<file path="src/rtl/mem_arbiter_pkg.sv">
// Shared types for the fetch/data memory arbiter.
package mem_arbiter_pkg;

  typedef enum logic [1:0] {
    IDLE    = 2'd0,
    WAIT_IF = 2'd1,
    WAIT_D  = 2'd2
  } arb_state_e;

  typedef enum logic {
    REQ_IF = 1'b0,
    REQ_D  = 1'b1
  } req_id_e;

endpackage

</file>
<file path="src/rtl/mem_arbiter.sv">
// Shares one memory port between instruction fetch and load/store, one transaction in flight.
// Define MEM_ARB_RR_EN for round-robin on simultaneous requests; default build gives data fixed priority.
module mem_arbiter
  import mem_arbiter_pkg::*;
#(
  parameter int AWIDTH = 32,
  parameter int DWIDTH = 32
) (
  input  logic                clk,
  input  logic                rst_n,
  input  logic                if_req_i,
  input  logic [AWIDTH-1:0]   if_addr_i,
  output logic                if_gnt_o,
  output logic                if_rvalid_o,
  output logic [DWIDTH-1:0]   if_rdata_o,
  input  logic                d_req_i,
  input  logic                d_we_i,
  input  logic [AWIDTH-1:0]   d_addr_i,
  input  logic [DWIDTH-1:0]   d_wdata_i,
  input  logic [DWIDTH/8-1:0] d_be_i,
  output logic                d_gnt_o,
  output logic                d_rvalid_o,
  output logic [DWIDTH-1:0]   d_rdata_o,
  output logic                mem_req_o,
  output logic                mem_we_o,
  output logic [AWIDTH-1:0]   mem_addr_o,
  output logic [DWIDTH-1:0]   mem_wdata_o,
  output logic [DWIDTH/8-1:0] mem_be_o,
  input  logic                mem_gnt_i,
  input  logic                mem_rvalid_i,
  input  logic [DWIDTH-1:0]   mem_rdata_i
);

  localparam int BWIDTH = DWIDTH / 8;

  arb_state_e r_state;
  arb_state_e w_next_state;
  req_id_e    w_winner;
  logic       w_any_req;

  assign w_any_req = if_req_i | d_req_i;

`ifdef MEM_ARB_RR_EN
  req_id_e r_last_gnt;
  logic    w_accept;

  assign w_accept = rst_n && (r_state == IDLE) && w_any_req && mem_gnt_i;

  always_ff @(posedge clk or negedge rst_n) begin
    if (!rst_n) begin
      r_last_gnt <= REQ_D;
    end else if (w_accept) begin
      r_last_gnt <= w_winner;
    end
  end
`endif

  // On a tie the default build favours data; round-robin favours whoever was not served last.
  always_comb begin
    w_winner = REQ_D;
    if (if_req_i && !d_req_i) begin
      w_winner = REQ_IF;
    end else if (if_req_i && d_req_i) begin
`ifdef MEM_ARB_RR_EN
      w_winner = (r_last_gnt == REQ_D) ? REQ_IF : REQ_D;
`else
      w_winner = REQ_D;
`endif
    end
  end

  always_ff @(posedge clk or negedge rst_n) begin
    if (!rst_n) begin
      r_state <= IDLE;
    end else begin
      r_state <= w_next_state;
    end
  end

  // Outputs are gated by rst_n so every port reads 0 for the whole reset window.
  always_comb begin
    w_next_state = r_state;
    mem_req_o    = 1'b0;
    mem_we_o     = 1'b0;
    mem_addr_o   = '0;
    mem_wdata_o  = '0;
    mem_be_o     = '0;
    if_gnt_o     = 1'b0;
    d_gnt_o      = 1'b0;
    if_rvalid_o  = 1'b0;
    if_rdata_o   = '0;
    d_rvalid_o   = 1'b0;
    d_rdata_o    = '0;
    if (rst_n) begin
      case (r_state)
        IDLE: begin
          if (w_any_req) begin
            mem_req_o = 1'b1;
            if (w_winner == REQ_D) begin
              mem_we_o    = d_we_i;
              mem_addr_o  = d_addr_i;
              mem_wdata_o = d_wdata_i;
              mem_be_o    = d_be_i;
              d_gnt_o     = mem_gnt_i;
              if (mem_gnt_i) begin
                w_next_state = WAIT_D;
              end
            end else begin
              mem_addr_o = if_addr_i;
              mem_be_o   = {BWIDTH{1'b1}};
              if_gnt_o   = mem_gnt_i;
              if (mem_gnt_i) begin
                w_next_state = WAIT_IF;
              end
            end
          end
        end
        WAIT_IF: begin
          if (mem_rvalid_i) begin
            if_rvalid_o  = 1'b1;
            if_rdata_o   = mem_rdata_i;
            w_next_state = IDLE;
          end
        end
        WAIT_D: begin
          if (mem_rvalid_i) begin
            d_rvalid_o   = 1'b1;
            d_rdata_o    = mem_rdata_i;
            w_next_state = IDLE;
          end
        end
        default: begin
          w_next_state = IDLE;
        end
      endcase
    end
  end

endmodule

</file>
<file path="config.mk">
export PLATFORM = sky130hd
export DESIGN_NAME = mem_arbiter
export DESIGN_NICKNAME = d
export VERILOG_FILES = /design/src/rtl/mem_arbiter_pkg.sv /design/src/rtl/mem_arbiter.sv
export SDC_FILE = /design/constraint.sdc
export NUM_CORES = 1
export LEC_CHECK = 0
export CORE_AREA = 3 3 106 108
export CTS_CLUSTER_DIAMETER = 60
export CTS_CLUSTER_SIZE = 24
export DETAILED_ROUTE_END_ITERATION = 16
export DIE_AREA = 0 0 109 111
export HOLD_SLACK_MARGIN = 0.12
export MAX_ROUTING_LAYER = met4
export RECOVER_POWER = 100
export SLEW_MARGIN = 10
export SYNTH_ARGS = -nofsm -noshare
export SYNTH_HDL_FRONTEND = slang
export SYNTH_SLANG_ARGS = --single-unit
</file>
<file path="constraint.sdc">
create_clock -name clk -period 2.3 [get_ports clk]
set_input_delay 0.23 -clock clk [delete_from_list [all_inputs] [get_ports clk]]
set_output_delay 0.23 -clock clk [all_outputs]
set_load 0.02 [all_outputs]
</file>
==> summary.md <==
Global routing used 3.90% of the available met3 tracks. The run gives 346 uV as the peak supply drop. A synthesized cell averages 7.02 um2. The multi-input combinational cells in the finished layout cover a total of 1070 um2.

The clock-pin slew on the worst setup and hold paths was 0.03 ns; the total leakage power was 1.79 nW. In this run the count of I/O pins placed on the die edge is 277. Yosys attributes the largest share of cell area to sky130_fd_sc_hd__and2_1, sky130_fd_sc_hd__a22o_1, sky130_fd_sc_hd__dfrtp_1, sky130_fd_sc_hd__buf_8, sky130_fd_sc_hd__ha_1. TritonCTS built the clock tree.

In this run the power spent charging and discharging nets is 0.713 mW. The detailed-router iteration count before antenna repair is 6. The cell sitting at the root of the clock tree is a sky130_fd_sc_hd__clkbuf_8. The met2 usage in global routing was 28.5%. Critical path endpoint category: a primary output. The first global-routing pass estimated 13500 um of wire. Share of the clock period used by the worst path after layout: 95.3%.

The run gives 0.21 ns as the clock insertion delay at the later pin of the skew report. The largest total area in the synthesized netlist belongs to sky130_fd_sc_hd__and2_1. In this run the power density over the cells is 393 nW/um2. Total of buffers placed on input and output ports: 276. The initial antenna violation count is 3. The footprint of the flip-flops and latches was 50.0 um2.

The total count of max-transition violations in the final report was 0. The tools report the required time of the critical path as 2.07 ns. The most instantiated flip-flop cell in the synthesis netlist is sky130_fd_sc_hd__dfrtp_1. The data arrival time of the worst path is 1.96 ns.

Setup repair after global routing left no endpoint under its margin. The die is 111 um tall. The tools report the number of fillers in the final layout as 1167.

The average wire per standard cell was 16.5 um; the x dimension of the die was 109 um. After technology mapping, the gate count stands at 183. The number of flip-flops and latches in the synthesized netlist was 2; the total clock buffers created by CTS was 3. The post-synthesis to final-layout area growth works out to 192%. The layout net count came out at 599. Using the TritonRoute via totals, the vias-per-cell ratio works out to 3.96. The fraction of registers with async set or reset after synthesis came out at 100%. Gates resized during post-CTS repair numbered 71. Combinational logic burns 86.1% of the power. Total detailed-routing wirelength: 9810 um.

The logs give 1280 um2 for the synthesized cell area and 0 for the max capacitance violation total. The count of unresolved DRC violations after routing is 0. In the final layout, the registers with the most flip-flops are r_state: 2 flops. Detailed routing inserted a total of 2354 vias. For the overall global routing resource usage, the log shows 14.6%. The number of flops mapped to enable cells by yosys came out at 0. The number of global-route vias before repair was 2308; the number of hold buffers added after cts was 0. Adding up every negative setup slack in the final design gives 0 ns.

After routing the design area is 3750 um2. For this block, the initial DRC count from the detailed router was 81. The post-layout minimum cycle time works out to 2.19 ns. The flip-flop count of the largest register after layout works out to 2. STA classifies the critical path startpoint as an input port. The hold violation count in the final report came out at 0. The area of the placeable core came out at 10300 um2. Entering global routing, the biggest net connects 43 pins.

For this run, global-route usage on met1 was measured as 14.7%. The logs give 0.456 GHz for the maximum operating frequency and 71.0% for the relative slew slack. The worst setup path category was in -> out. The proportion of layout cells with a drive suffix above 1 is 3.08%.

In this run the core area contains 37 standard-cell rows. The floorplan step defined a die boundary enclosing 12100 um2. The clock net in this run drives a total of 2 sinks. The logs give 1 for the number of levels in the clock H-tree and 0 for the number of setup buffers added after CTS.

The detailed placer's ending HPWL is 8410 um, and the fraction of the yosys area taken by sequential cells is 3.89%. Global routing finished with a remaining overflow of 0. In this run the deepest clock path goes through 2 buffers. The register with the most flip-flops was r_state. The share of the synthesized area in the top cell type is 48.2%, and the relative contribution of sequential cells to total power is 4.6%. Once the floorplan was initialized, standard cells occupied 12.4% of the core. The clock network burns 9.2% of the power. For this run, the number of Yosys warnings is 0. Setup violations remaining at the end of the flow were counted as 0. The tools report the total cell area at the placement stage as 4210 um2. When the netlist entered floorplanning its net count stood at 325. Most used routing layer: met2. Synthesis instantiated 23 different standard cells from the library. The run gives 0.760 mW as the internal power consumption. Routability-driven placement finished with a final weighted congestion of 0.837. The run finished with clean final reports. Along the worst path, the maximum fanout reaches 33. Of the total power, the share spent switching nets is 48.4%.

Class of the most critical hold timing path: in -> async. For the pin with the worst max-slew slack, the measured transition is 0.434 ns. The number of nets with antenna violations after detailed routing was 0. Between clock sinks in the finished design, the worst skew comes to 0.00331 ns.
[power by group through the flow]
| stage | sequential [mW] | clock, mW | combinational [mW] |
|---|---|---|---|
| finish | 0.0683 | 0.136 | 1.27 |
| global route | 0.0714 | 0.143 | 1.37 |
| CTS | 0.0682 | 0.140 | 1.39 |
| detailed placement | 0.0688 | 0 | 1.49 |
| global placement | 0.0680 | 0 | 1.48 |
| floorplan | 0.0634 | 0 | 0.689 |
[final cells by class]
| cell class | instances | area share [%] |
|---|---|---|
| clock buffer | 3 | 1.10 |
| antenna | 3 | 0.200 |
| sequential | 2 | 1.33 |
| timing repair buffer | 287 | 63.5 |
| multi-input combinational | 155 | 28.5 |
| inverter | 8 | 0.801 |
| tap | 136 | 4.54 |
[worst max-delay path, stage by stage]
cell and delay, ns:
sky130_fd_sc_hd__clkdlybuf4s50_1 0.54, sky130_fd_sc_hd__clkbuf_4 0.16, sky130_fd_sc_hd__and3_1 0.16, sky130_fd_sc_hd__buf_6 0.21, sky130_fd_sc_hd__clkdlybuf4s50_1 0.65
[placed cells by master, fill, tap and decap left out, types with 3 or more instances in the layout]
cell                              instances
sky130_fd_sc_hd__and2_0                  13
sky130_fd_sc_hd__a21oi_1                  5
sky130_fd_sc_hd__inv_1                    8
sky130_fd_sc_hd__buf_4                    3
sky130_fd_sc_hd__clkbuf_1                66
sky130_fd_sc_hd__a22o_1                  32
sky130_fd_sc_hd__clkbuf_8                 3
sky130_fd_sc_hd__clkdlybuf4s50_1        140
sky130_fd_sc_hd__dlygate4sd2_1           70
sky130_fd_sc_hd__ha_1                     3
sky130_fd_sc_hd__and2_1                  86
sky130_fd_sc_hd__diode_2                  3
sky130_fd_sc_hd__buf_12                   3
[metrics by stage]
step / utilization (%) / hold WS (ns) / worst slack, ns / std cells / power [mW]
2_1_floorplan: - / -0.0656 / 0.641 / 183 / 0.753
3_3_place_gp: 40.8 / 0.546 / -0.0385 / 588 / 1.55
3_5_place_dp: 40.8 / 0.575 / -0.0359 / 588 / 1.56
4_1_cts: 40.4 / 0.412 / 0.000925 / 591 / 1.60
5_1_grt: 36.3 / 0.465 / 0.00838 / 594 / 1.58
6_report: 36.3 / 0.415 / 0.108 / 594 / 1.47
[synth_stat cells (2+ instances only)]
cell type and n:
sky130_fd_sc_hd__ha_1 3, sky130_fd_sc_hd__buf_8 3, sky130_fd_sc_hd__o211ai_1 2, sky130_fd_sc_hd__dfrtp_1 2, sky130_fd_sc_hd__clkbuf_1 6, sky130_fd_sc_hd__nand3_1 2, sky130_fd_sc_hd__a22o_1 32, sky130_fd_sc_hd__and3_1 2
sky130_fd_sc_hd__buf_2 4, sky130_fd_sc_hd__buf_4 2, sky130_fd_sc_hd__buf_6 3, sky130_fd_sc_hd__nand2_1 2, sky130_fd_sc_hd__and2_1 99, sky130_fd_sc_hd__inv_1 8, sky130_fd_sc_hd__a21oi_1 5
[per-layer routing]
metal | part of all wire [%] | vias to the layer above
met5 | 0 | -
met4 | 0.72 | 0
met3 | 9.8 | 8
met2 | 53 | 113
met1 | 36 | 1071
li1 | - | 1162
[final timing paths]
check                              to  depth (start not counted)        from  slack, ns
setup / recovery           d_rvalid_o                          5       rst_n       0.11
hold / removal             r_state[1]                          2       rst_n       0.41
setup reg to reg           r_state[0]                          5  r_state[0]       0.79
hold reg to reg            r_state[0]                          1  r_state[0]       0.58
max in group asynchronous  r_state[0]                          2       rst_n       1.72
min in group clk           r_state[0]                          1  r_state[0]       0.58
[kinds of logic (layout without fill, tap and decap cells)]
logic type      Yosys count  after routing  share of synthesized area [%]
other cells               0              3                              0
flops                     2              2                           3.89
compound gates           41             41                           26.0
buf+inv                  26            298                           12.9
simple gates            111            111                           54.2
fa+ha+maj                 3              3                           2.92
No activity file was read; power rests on OpenSTA's default activity.
